==> src/rtl/tpu_pkg.sv <==
// Shared constants and types for the systolic-array datapath blocks.
// Sum lane width, operand width and the result-drain FSM state encoding.
package tpu_pkg;

   localparam int SUM_W  = 16;
   localparam int DATA_W = 8;

   typedef enum logic [1:0] {
      IDLE    = 2'd0,
      COLLECT = 2'd1,
      DRAIN   = 2'd2,
      DONE    = 2'd3
   } drain_state_t;

endpackage

==> src/rtl/sys_arr_drain_if.sv <==
// Result-row delivery handshake from the array drain to the unified-buffer writer.
// Row data and address are held stable by the master while valid is high and ready is low.
interface sys_arr_drain_if
   import tpu_pkg::*;
#(
   parameter int width_height = 2,
   parameter int ADDR_W       = 8
);

   logic                           out_valid;
   logic                           out_ready;
   logic [SUM_W*width_height-1:0]  out_data;
   logic [ADDR_W-1:0]              out_addr;

   modport master (
      output out_valid,
      output out_data,
      output out_addr,
      input  out_ready
   );

   modport slave (
      input  out_valid,
      input  out_data,
      input  out_addr,
      output out_ready
   );

endinterface

==> src/rtl/result_fifo.sv <==
// Synchronous first-word-fall-through FIFO; a push while full is accepted only with a same-cycle pop.
// Output reads as zero while empty so nothing stale is ever presented.
module result_fifo #(
   parameter int width = 32,
   parameter int depth = 4
) (
   input  logic                        clk,
   input  logic                        rst_n,
   input  logic                        push,
   input  logic [width-1:0]            din,
   input  logic                        pop,
   output logic [width-1:0]            dout,
   output logic                        full,
   output logic                        empty,
   output logic [$clog2(depth):0]      cnt
);

   localparam int AW = $clog2(depth);
   localparam int CW = AW + 1;

   logic [width-1:0] mem [depth];
   logic [AW-1:0]    wr_ptr;
   logic [AW-1:0]    rd_ptr;
   logic             do_wr;
   logic             do_rd;

   assign full  = (cnt == CW'(depth));
   assign empty = (cnt == '0);
   assign do_rd = pop && !empty;
   assign do_wr = push && (!full || do_rd);
   assign dout  = empty ? '0 : mem[rd_ptr];

   always_ff @(posedge clk or negedge rst_n) begin
      if (!rst_n) begin
         wr_ptr <= '0;
         rd_ptr <= '0;
         cnt    <= '0;
      end else begin
         if (do_wr) wr_ptr <= wr_ptr + AW'(1);
         if (do_rd) rd_ptr <= rd_ptr + AW'(1);
         case ({do_wr, do_rd})
            2'b10:   cnt <= cnt + CW'(1);
            2'b01:   cnt <= cnt - CW'(1);
            default: cnt <= cnt;
         endcase
      end
   end

   // Storage needs no reset: every read of it is gated by the count.
   always_ff @(posedge clk) begin
      if (do_wr) mem[wr_ptr] <= din;
   end

endmodule

==> src/rtl/sys_arr_drain.sv <==
// Deskews the array bottom-row sums into aligned rows, buffers them and hands them off with sequential addresses.
// Row pushed width_height-1 cycles after its column-0 flag; delivery stalls on out_ready, full FIFO drops rows.
module sys_arr_drain
   import tpu_pkg::*;
#(
   parameter int width_height = 2,
   parameter int ADDR_W       = 8,
   parameter int FIFO_DEPTH   = 4
) (
   input  logic                           clk,
   input  logic                           rst_n,
   input  logic [SUM_W*width_height-1:0]  maccout,
   input  logic [width_height-1:0]        activeout,
   input  logic                           start,
   input  logic [ADDR_W-1:0]              base_addr,
   input  logic [ADDR_W-1:0]              num_rows,
   sys_arr_drain_if.master                dr,
   output logic                           busy,
   output logic                           done,
   output logic                           overflow_err,
   output logic                           skew_err
);

   localparam int ROW_W = SUM_W * width_height;
   localparam int CW    = $clog2(FIFO_DEPTH) + 1;

   drain_state_t       state;
   logic [ADDR_W-1:0]  base_q;
   logic [ADDR_W-1:0]  num_q;
   logic [ADDR_W-1:0]  wr_cnt;
   logic [ADDR_W-1:0]  wr_inc;
   logic [ADDR_W-1:0]  pop_cnt;

   logic [ROW_W-1:0]        row_data;
   logic [width_height-1:0] row_act;
   logic                    row_valid;
   logic                    row_mix;

   logic             fifo_push;
   logic             fifo_pop;
   logic             fifo_full;
   logic             fifo_empty;
   logic [CW-1:0]    fifo_cnt;
   logic [ROW_W-1:0] fifo_dout;

   // Column c arrives c cycles after column 0, so it is delayed by the remaining width_height-1-c.
   for (genvar c = 0; c < width_height; c++) begin : g_col
      localparam int D = width_height - 1 - c;
      if (D == 0) begin : g_pass
         assign row_data[c*SUM_W +: SUM_W] = maccout[c*SUM_W +: SUM_W];
         assign row_act[c]                 = activeout[c];
      end else begin : g_dly
         logic [SUM_W-1:0] sum_sr [D];
         logic             act_sr [D];
         always_ff @(posedge clk or negedge rst_n) begin
            if (!rst_n) begin
               for (int i = 0; i < D; i++) begin
                  sum_sr[i] <= '0;
                  act_sr[i] <= 1'b0;
               end
            end else begin
               sum_sr[0] <= maccout[c*SUM_W +: SUM_W];
               act_sr[0] <= activeout[c];
               for (int i = 1; i < D; i++) begin
                  sum_sr[i] <= sum_sr[i-1];
                  act_sr[i] <= act_sr[i-1];
               end
            end
         end
         assign row_data[c*SUM_W +: SUM_W] = sum_sr[D-1];
         assign row_act[c]                 = act_sr[D-1];
      end
   end

   assign row_valid = &row_act;
   assign row_mix   = (|row_act) && !row_valid;
   assign wr_inc    = wr_cnt + ADDR_W'(1);

   assign fifo_pop  = !fifo_empty && dr.out_ready;
   assign fifo_push = (state == COLLECT) && row_valid && (!fifo_full || fifo_pop);

   result_fifo #(
      .width (ROW_W),
      .depth (FIFO_DEPTH)
   ) u_fifo (
      .clk   (clk),
      .rst_n (rst_n),
      .push  (fifo_push),
      .din   (row_data),
      .pop   (fifo_pop),
      .dout  (fifo_dout),
      .full  (fifo_full),
      .empty (fifo_empty),
      .cnt   (fifo_cnt)
   );

   assign dr.out_valid = !fifo_empty;
   assign dr.out_data  = fifo_dout;
   assign dr.out_addr  = base_q + pop_cnt;

   always_ff @(posedge clk or negedge rst_n) begin
      if (!rst_n) begin
         state        <= IDLE;
         base_q       <= '0;
         num_q        <= '0;
         wr_cnt       <= '0;
         pop_cnt      <= '0;
         busy         <= 1'b0;
         done         <= 1'b0;
         overflow_err <= 1'b0;
         skew_err     <= 1'b0;
      end else begin
         done <= 1'b0;
         if (fifo_pop) pop_cnt <= pop_cnt + ADDR_W'(1);
         if (row_mix)  skew_err <= 1'b1;
         case (state)
            IDLE: begin
               if (start) begin
                  base_q       <= base_addr;
                  num_q        <= num_rows;
                  wr_cnt       <= '0;
                  pop_cnt      <= '0;
                  overflow_err <= 1'b0;
                  skew_err     <= 1'b0;
                  if (num_rows == '0) begin
                     state <= DONE;
                     done  <= 1'b1;
                  end else begin
                     state <= COLLECT;
                     busy  <= 1'b1;
                  end
               end
            end
            COLLECT: begin
               // A dropped row still counts, so collection always ends after num_rows rows.
               if (row_valid) begin
                  wr_cnt <= wr_inc;
                  if (fifo_full && !fifo_pop) overflow_err <= 1'b1;
                  if (wr_inc == num_q) state <= DRAIN;
               end
            end
            DRAIN: begin
               // Leave on the edge of the final pop so done lands one cycle after it.
               if (fifo_empty || (fifo_pop && fifo_cnt == CW'(1))) begin
                  state <= DONE;
                  busy  <= 1'b0;
                  done  <= 1'b1;
               end
            end
            DONE: begin
               state <= IDLE;
            end
            default: state <= IDLE;
         endcase
      end
   end

endmodule
==> src/flat_wrapper.sv <==
// flat-port wrapper written by rule: the top's interface ports become plain ports
module sys_arr_drain_flat import tpu_pkg::*;
#(
   parameter int width_height = 2,
   parameter int ADDR_W       = 8,
   parameter int FIFO_DEPTH   = 4
)
  (clk, rst_n, maccout, activeout, start, base_addr, num_rows, busy, done, overflow_err, skew_err, dr_out_valid, dr_out_data, dr_out_addr, dr_out_ready);
  sys_arr_drain_if #(.width_height(width_height), .ADDR_W(ADDR_W)) dr_i ();
  input  logic clk;
  input  logic rst_n;
  input  logic [SUM_W*width_height-1:0] maccout;
  input  logic [width_height-1:0] activeout;
  input  logic start;
  input  logic [ADDR_W-1:0] base_addr;
  input  logic [ADDR_W-1:0] num_rows;
  output logic busy;
  output logic done;
  output logic overflow_err;
  output logic skew_err;
  output wire logic [$bits(dr_i.out_valid)-1:0] dr_out_valid;
  output wire logic [$bits(dr_i.out_data)-1:0] dr_out_data;
  output wire logic [$bits(dr_i.out_addr)-1:0] dr_out_addr;
  input wire logic [$bits(dr_i.out_ready)-1:0] dr_out_ready;
  assign dr_out_valid = dr_i.out_valid;
  assign dr_out_data = dr_i.out_data;
  assign dr_out_addr = dr_i.out_addr;
  assign dr_i.out_ready = dr_out_ready;
  sys_arr_drain #(.width_height(width_height), .ADDR_W(ADDR_W), .FIFO_DEPTH(FIFO_DEPTH)) u_core (.clk(clk), .rst_n(rst_n), .maccout(maccout), .activeout(activeout), .start(start), .base_addr(base_addr), .num_rows(num_rows), .dr(dr_i), .busy(busy), .done(done), .overflow_err(overflow_err), .skew_err(skew_err));
endmodule
==> config.mk <==
export PLATFORM = sky130hd
export DESIGN_NAME = sys_arr_drain_flat
export DESIGN_NICKNAME = d
export VERILOG_FILES = /design/src/rtl/tpu_pkg.sv /design/src/rtl/sys_arr_drain_if.sv /design/src/rtl/result_fifo.sv /design/src/rtl/sys_arr_drain.sv /design/src/flat_wrapper.sv
export SDC_FILE = /design/constraint.sdc
export NUM_CORES = 1
export LEC_CHECK = 0
export CORE_MARGIN = 2
export CORE_UTILIZATION = 60
export CTS_CLUSTER_DIAMETER = 50
export DETAILED_ROUTE_END_ITERATION = 10
export GPL_ROUTABILITY_DRIVEN = 1
export PLACE_DENSITY = 0.85
export SLEW_MARGIN = 20
export SYNTH_ARGS = -nofsm -noshare
export SYNTH_HDL_FRONTEND = slang
export SYNTH_SLANG_ARGS = --single-unit
==> constraint.sdc <==
create_clock -name clk -period 6.7 [get_ports clk]
set_input_delay 1.34 -clock clk [delete_from_list [all_inputs] [get_ports clk]]
set_output_delay 1.34 -clock clk [all_outputs]
set_load 0.01 [all_outputs]
# After elaboration in Yosys (flattened, before gate mapping)

Memories as Yosys holds them, arrays and structs flattened.
Cells that the tools add are included.

Output and inout port bits: 45
Bits in registers: 62
Bits of input ports: 54
Memories kept: 1
Word-level logic and storage cells: 95
Bits in writable memories: 128

Mux-type cells: 31
Equal/unequal tests: 14
$add $sub $neg: 7
Reductions and logical operators: 28

Memories:

| memory            | depth | width | read ports | clocked after memory_dff | wr ports | line              | source |
|---|---|---|---|---|---|---|---|
| u_core.u_fifo.mem | 4     | 32    | 1          | 0                        | 1        | result_fifo.sv:21 | `logic [width-1:0] mem [depth];` |

Operators with widths:

| cell                                                                   | number |
|---|---|
| 8-bit 2-to-1 mux                                                       | 5 |
| 32-bit 2-to-1 mux                                                      | 1 |
| 8-bit by 1-bit adder with 8-bit output (second input constant)         | 2 |
| 8-bit one-hot mux with 2 select lines                                  | 1 |
| 1-bit 2-to-1 mux                                                       | 14 |
| 4-bit AND reduction                                                    | 3 |
| 2-bit 2-to-1 mux                                                       | 5 |
| 8-bit adder                                                            | 1 |
| 8-bit equality test                                                    | 1 |
| 1-bit logical AND                                                      | 8 |
| 8-bit zero test                                                        | 1 |
| 2-bit != test (second input constant)                                  | 4 |
| 2-bit one-hot mux with 4 select lines                                  | 1 |
| 2-bit equality test (second input constant)                            | 3 |
| 1-bit one-hot mux with 2 select lines                                  | 3 |
| 3-bit one-hot mux with 2 select lines                                  | 1 |
| 2-bit nonzero test                                                     | 3 |
| 2-bit by 1-bit adder with 2-bit output (second input constant)         | 2 |
| 2-bit by 1-bit equality test with 1-bit output (second input constant) | 2 |
| 1-bit zero test                                                        | 4 |
| 2-bit by 1-bit != test with 1-bit output (second input constant)       | 2 |
| 2-bit AND reduction                                                    | 2 |
| 3-bit by 1-bit adder with 3-bit output (second input constant)         | 1 |
| 3-bit by 1-bit equality test with 1-bit output (second input constant) | 1 |
| other kinds (7)                                                        | 9 |

# Depth between registers and ports, before layout

Depth in word-level cells: 8
Depth in mapped cells: 10
Mapped depth without buffers: 9

# Cells and area by module

A second synthesis with hierarchy kept.

Cells, all modules: 562
Area, all modules: 8195.4 µm²

By module, submodules not included:

| module        | cells each | area an instance (µm²) | sequential area each (µm²) | instances |
|---|---|---|---|---|
| result_fifo   | 258        | 5353.9                 | 4018.9                     | 1 |
| sys_arr_drain | 304        | 2841.5                 | 1376.3                     | 1 |

# Least setup slack after synthesis

Ideal clock, no wire load.

Path type: register -> output
From: register u_core.u_fifo.rd_ptr[0]
To: output port dr_out_data[10]
Buffers on the path: 2
Path slack: 3.476 ns
Arrival time: 1.884 ns
Cell stages (with the launch flop): 5
Cells stage by stage: dfrtp_1 > clkbuf_1 > buf_1 > mux4_2 > nor2b_1

Cells in the longest elaborated chain, start to end: 2

RTL lines:

| element                | line               | source |
|---|---|---|
| start, declared        | result_fifo.sv:23  | `logic [AW-1:0] rd_ptr;` |
| start signal, assigned | result_fifo.sv:40  | `if (do_rd) rd_ptr <= rd_ptr + AW'(1);` |
| memory 4 x 32 bit      | -                  |  |
| 32-bit 2-to-1 mux      | result_fifo.sv:31  | `assign dout = empty ? '0 : mem[rd_ptr];` |
| end, declared          | flat_wrapper.sv:22 | `output wire logic [$bits(dr_i.out_data)-1:0] dr_out_data;` |

Every way passes these cells.

# Worst setup path after layout

From: register u_core.pop_cnt[1]
To: output port dr_out_addr[7]

Cells in the longest elaborated chain, start to end: 1

RTL lines:

| element                | line                 | source |
|---|---|---|
| start, declared        | sys_arr_drain.sv:32  | `logic [ADDR_W-1:0] pop_cnt;` |
| start signal, assigned | sys_arr_drain.sv:114 | `if (fifo_pop) pop_cnt <= pop_cnt + ADDR_W'(1);` |
| 8-bit adder            | sys_arr_drain.sv:99  | `assign dr.out_addr = base_q + pop_cnt;` |
| end, declared          | flat_wrapper.sv:23   | `output wire logic [$bits(dr_i.out_addr)-1:0] dr_out_addr;` |

Every way passes these cells.

==> impl_metrics.env <==
export IMPL_status="completed"
export IMPL_fin_crit_ps=4240
export IMPL_reg2reg_from="u_core.wr_cnt[0]"
export IMPL_path_class="flop to output port"
export IMPL_grt_usage=0.242
export IMPL_place_congestion=0.842
export IMPL_relSlewSlack=0.397
export IMPL_drc=0
export IMPL_swShare=0.322
export IMPL_area_growth_pct=21.8
export IMPL_yosysSeqAreaShare=0.676
export IMPL_ys_ff_latch=190
export IMPL_seq_power_share=0.387
export IMPL_hold_viol=0
export IMPL_die_x_um=119
export IMPL_worstPathRequired_ps=5360
export IMPL_dieArea_sq_um=14200
export IMPL_r2r_end="u_core.state[1]"
export IMPL_rsz0062_at_grt="false"
export IMPL_cts_path_max_buffers=2
export IMPL_cts_resized_gates=0
export IMPL_vias_per_cell=5.80
export IMPL_n_antenna_cell=0
export IMPL_synthTopCellsByCount="edfxtp_1 (128), nand2_1 (65), dfrtp_1 (62), nor2b_1 (38), mux4_2 (32)"
export IMPL_synth_fp_nets=602
export IMPL_slew_viol_final=0
export IMPL_holdWs_ps=493
export IMPL_path_clk_slew_ps=70
export IMPL_instances_no_fill=813
export IMPL_coreArea_sq_um=13100
export IMPL_clock_skew_ps=10.6
export IMPL_num_nets_final=701
export IMPL_ant_nets=0
export IMPL_htree_levels=4
export IMPL_antenna_found_initial=0
export IMPL_maxCapViolCount=0
export IMPL_rr_worst_depth=6
export IMPL_synthFlopType="edfxtp_1"
export IMPL_grt_pass1_vias=4810
export IMPL_synth_area_top_cells="edfxtp_1 (48%), dfrtp_1 (19%), mux4_2 (9.0%)"
export IMPL_cts_root_buf="clkbuf_16"
export IMPL_synthArstFlopShare=0.326
export IMPL_start_kind="flop"
export IMPL_rows=42
export IMPL_hold_path_class="flop to flop"
export IMPL_yosysTopAreaCell="edfxtp_1"
export IMPL_placed_cells=781
export IMPL_cts_tree="built"
export IMPL_fin_util=0.740
export IMPL_combPwrFrac=0.363
export IMPL_cts_made_buffers=17
export IMPL_worst_pin_slew_ps=904
export IMPL_cts_sinks=190
export IMPL_cp_end_kind="output port"
export IMPL_yosysMostFrequentCell="edfxtp_1"
export IMPL_initial_core_util=0.608
export IMPL_power_leakage_uw=0.00364
export IMPL_hpwl_um=9950
export IMPL_cellPowerDensity_nw_per_um2=413
export IMPL_synth_edf_count=128
export IMPL_layout_drive_gt1_share=0.127
export IMPL_fillers=783
export IMPL_syn_inst=525
export IMPL_fmax_mhz=236
export IMPL_synth_area_per_cell_sq_um=15.2
export IMPL_post_cts_setup_buffers=0
export IMPL_synth_cell_type_count=56
export IMPL_crit_arrival_ps=2900
export IMPL_crit_path_start="u_core.pop_cnt[1]"
export IMPL_setup_viol=0
export IMPL_fp_dieH_um=119
export IMPL_num_io_pins=99
export IMPL_synth_top_area_share=0.482
export IMPL_io_buffer_count=98
export IMPL_ys_warn_count=0
export IMPL_tns_ps=0
export IMPL_syn_area_sq_um=7980
export IMPL_vdd_drop_max_uv=332
export IMPL_p_sw_uw=1290
export IMPL_drtIter0Drc=473
export IMPL_vias=4712
export IMPL_ctsHoldBuffers=0
export IMPL_wirelength_um=16300
export IMPL_p_int_uw=2720
export IMPL_clock_latency_ps=440
export IMPL_cp_max_fo=5
export IMPL_crit_end="dr_out_addr[7]"
export IMPL_grt_pass1_wl_um=25600
export IMPL_clock_power_share=0.250
export IMPL_grt_overflow=0
export IMPL_p_total_uw=4010
export IMPL_grt_max_degree=63
export IMPL_period_share=0.633
export IMPL_reg2reg_slack_ps=3810
export IMPL_route_detailed_wl_per_inst_um=20.0
export IMPL_drt_pass1_iter_count=4
==> worst max-delay path: stages (launching register included) <==
cell	delay (ps)
dfrtp_1	430
ha_1	310
a21o_1	180
a21oi_1	230
nor2b_1	80
o21a_1	180
o41ai_1	340
xnor2_1	170
clkdlybuf4s50_1	560
==> layer usage <==
layer | up-vias | wire [um] | global-route usage
li1 | 2142 | - | -
met1 | 2362 | 6560 | 0.290
met2 | 172 | 8470 | 0.421
met3 | 36 | 825 | 0.0603
met4 | 0 | 421 | 0.103
met5 | - | 0 | 0
==> layout by cell type (no fill, tap or decap), types with 2 or more instances in the layout <==
cell             instances
a21o_1                   3
a21oi_1                 13
a22o_1                   2
and2_2                   4
and3_1                   3
and3_2                   2
buf_4                    4
clkbuf_16               17
clkdlybuf4s50_1         97
clkinv_4                 3
dfrtp_1                 61
edfxtp_1               128
ha_1                    22
inv_1                   15
inv_6                    6
inv_8                    3
mux2i_1                  2
mux4_2                  32
nand2_1                 65
nand2b_1                 2
nand3_1                  3
nand4_1                  5
nor2_1                  16
nor2b_1                 37
nor3_1                   3
nor3b_1                  2
nor4_1                   4
o21ai_0                 18
o311ai_0                 2
o41ai_1                  2
or3_1                    5
xnor2_1                 12
xor2_1                  12
==> metrics by stage <==
stage               setup slack, ps  instance area [sq um]
detailed placement             2900                   9130
global route                   2290                   9720
finish                         2460                   9720
floorplan                      3480                   7980
CTS                            2410                   9720
global placement               2950                   9130
==> cell type report <==
| class | count | area, sq um | share of cell area |
|---|---|---|---|
| tap | 176 | 220 | 0.0227 |
| clock buffer | 17 | 425 | 0.0438 |
| clock inverter | 15 | 166 | 0.0171 |
| inverter | 15 | 56.3 | 0.00579 |
| timing repair buffer | 102 | 1010 | 0.104 |
| multi-input combinational | 298 | 2450 | 0.252 |
| sequential | 190 | 5400 | 0.555 |
==> power by group through the flow <==
stage                     Combinational (uW)  Clock [uW]  Sequential, uW
after floorplan                          900           0            1500
after global placement                  1410           0            1560
after detailed placement                1450           0            1570
after CTS                               1470        1010            1550
after global routing                    1580        1060            1570
final                                   1460        1000            1550
==> registers in the layout, summed over array words and instances (netlist names), 2 cells and up <==
name,flops
u_core.u_fifo.rd_ptr,2
u_core.u_fifo.mem,128
u_core.state,2
u_core.wr_cnt,8
u_core.num_q,8
u_core.u_fifo.cnt,3
u_core.pop_cnt,8
u_core.g_col.g_dly.sum_sr,16
u_core.u_fifo.wr_ptr,2
u_core.base_q,8
==> kinds of logic after synthesis <==
group,synth area share
DFF,0.676
buffers and inverters,0.0190
adders and majority gates,0.0370
and+or+nand+nor,0.103
muxes,0.0942
xor gates and xnor gates,0.0263
AOI/OAI and AO/OA,0.0444
==> worst min path at each step <==
stage	from	end	depth (start not counted)
floorplan	u_core.base_q[0]	u_core.base_q[0]	2
global placement	u_core.g_col[0].g_dly.sum_sr[2]	u_core.u_fifo.mem[2][2]	0
detailed placement	u_core.g_col[0].g_dly.sum_sr[14]	u_core.u_fifo.mem[3][14]	0
CTS	u_core.g_col[0].g_dly.sum_sr[10]	u_core.u_fifo.mem[0][10]	0
global route	u_core.g_col[0].g_dly.sum_sr[3]	u_core.u_fifo.mem[2][3]	0
finish	u_core.g_col[0].g_dly.sum_sr[10]	u_core.u_fifo.mem[3][10]	0
Note: power is estimated with default switching activity, not from simulation.
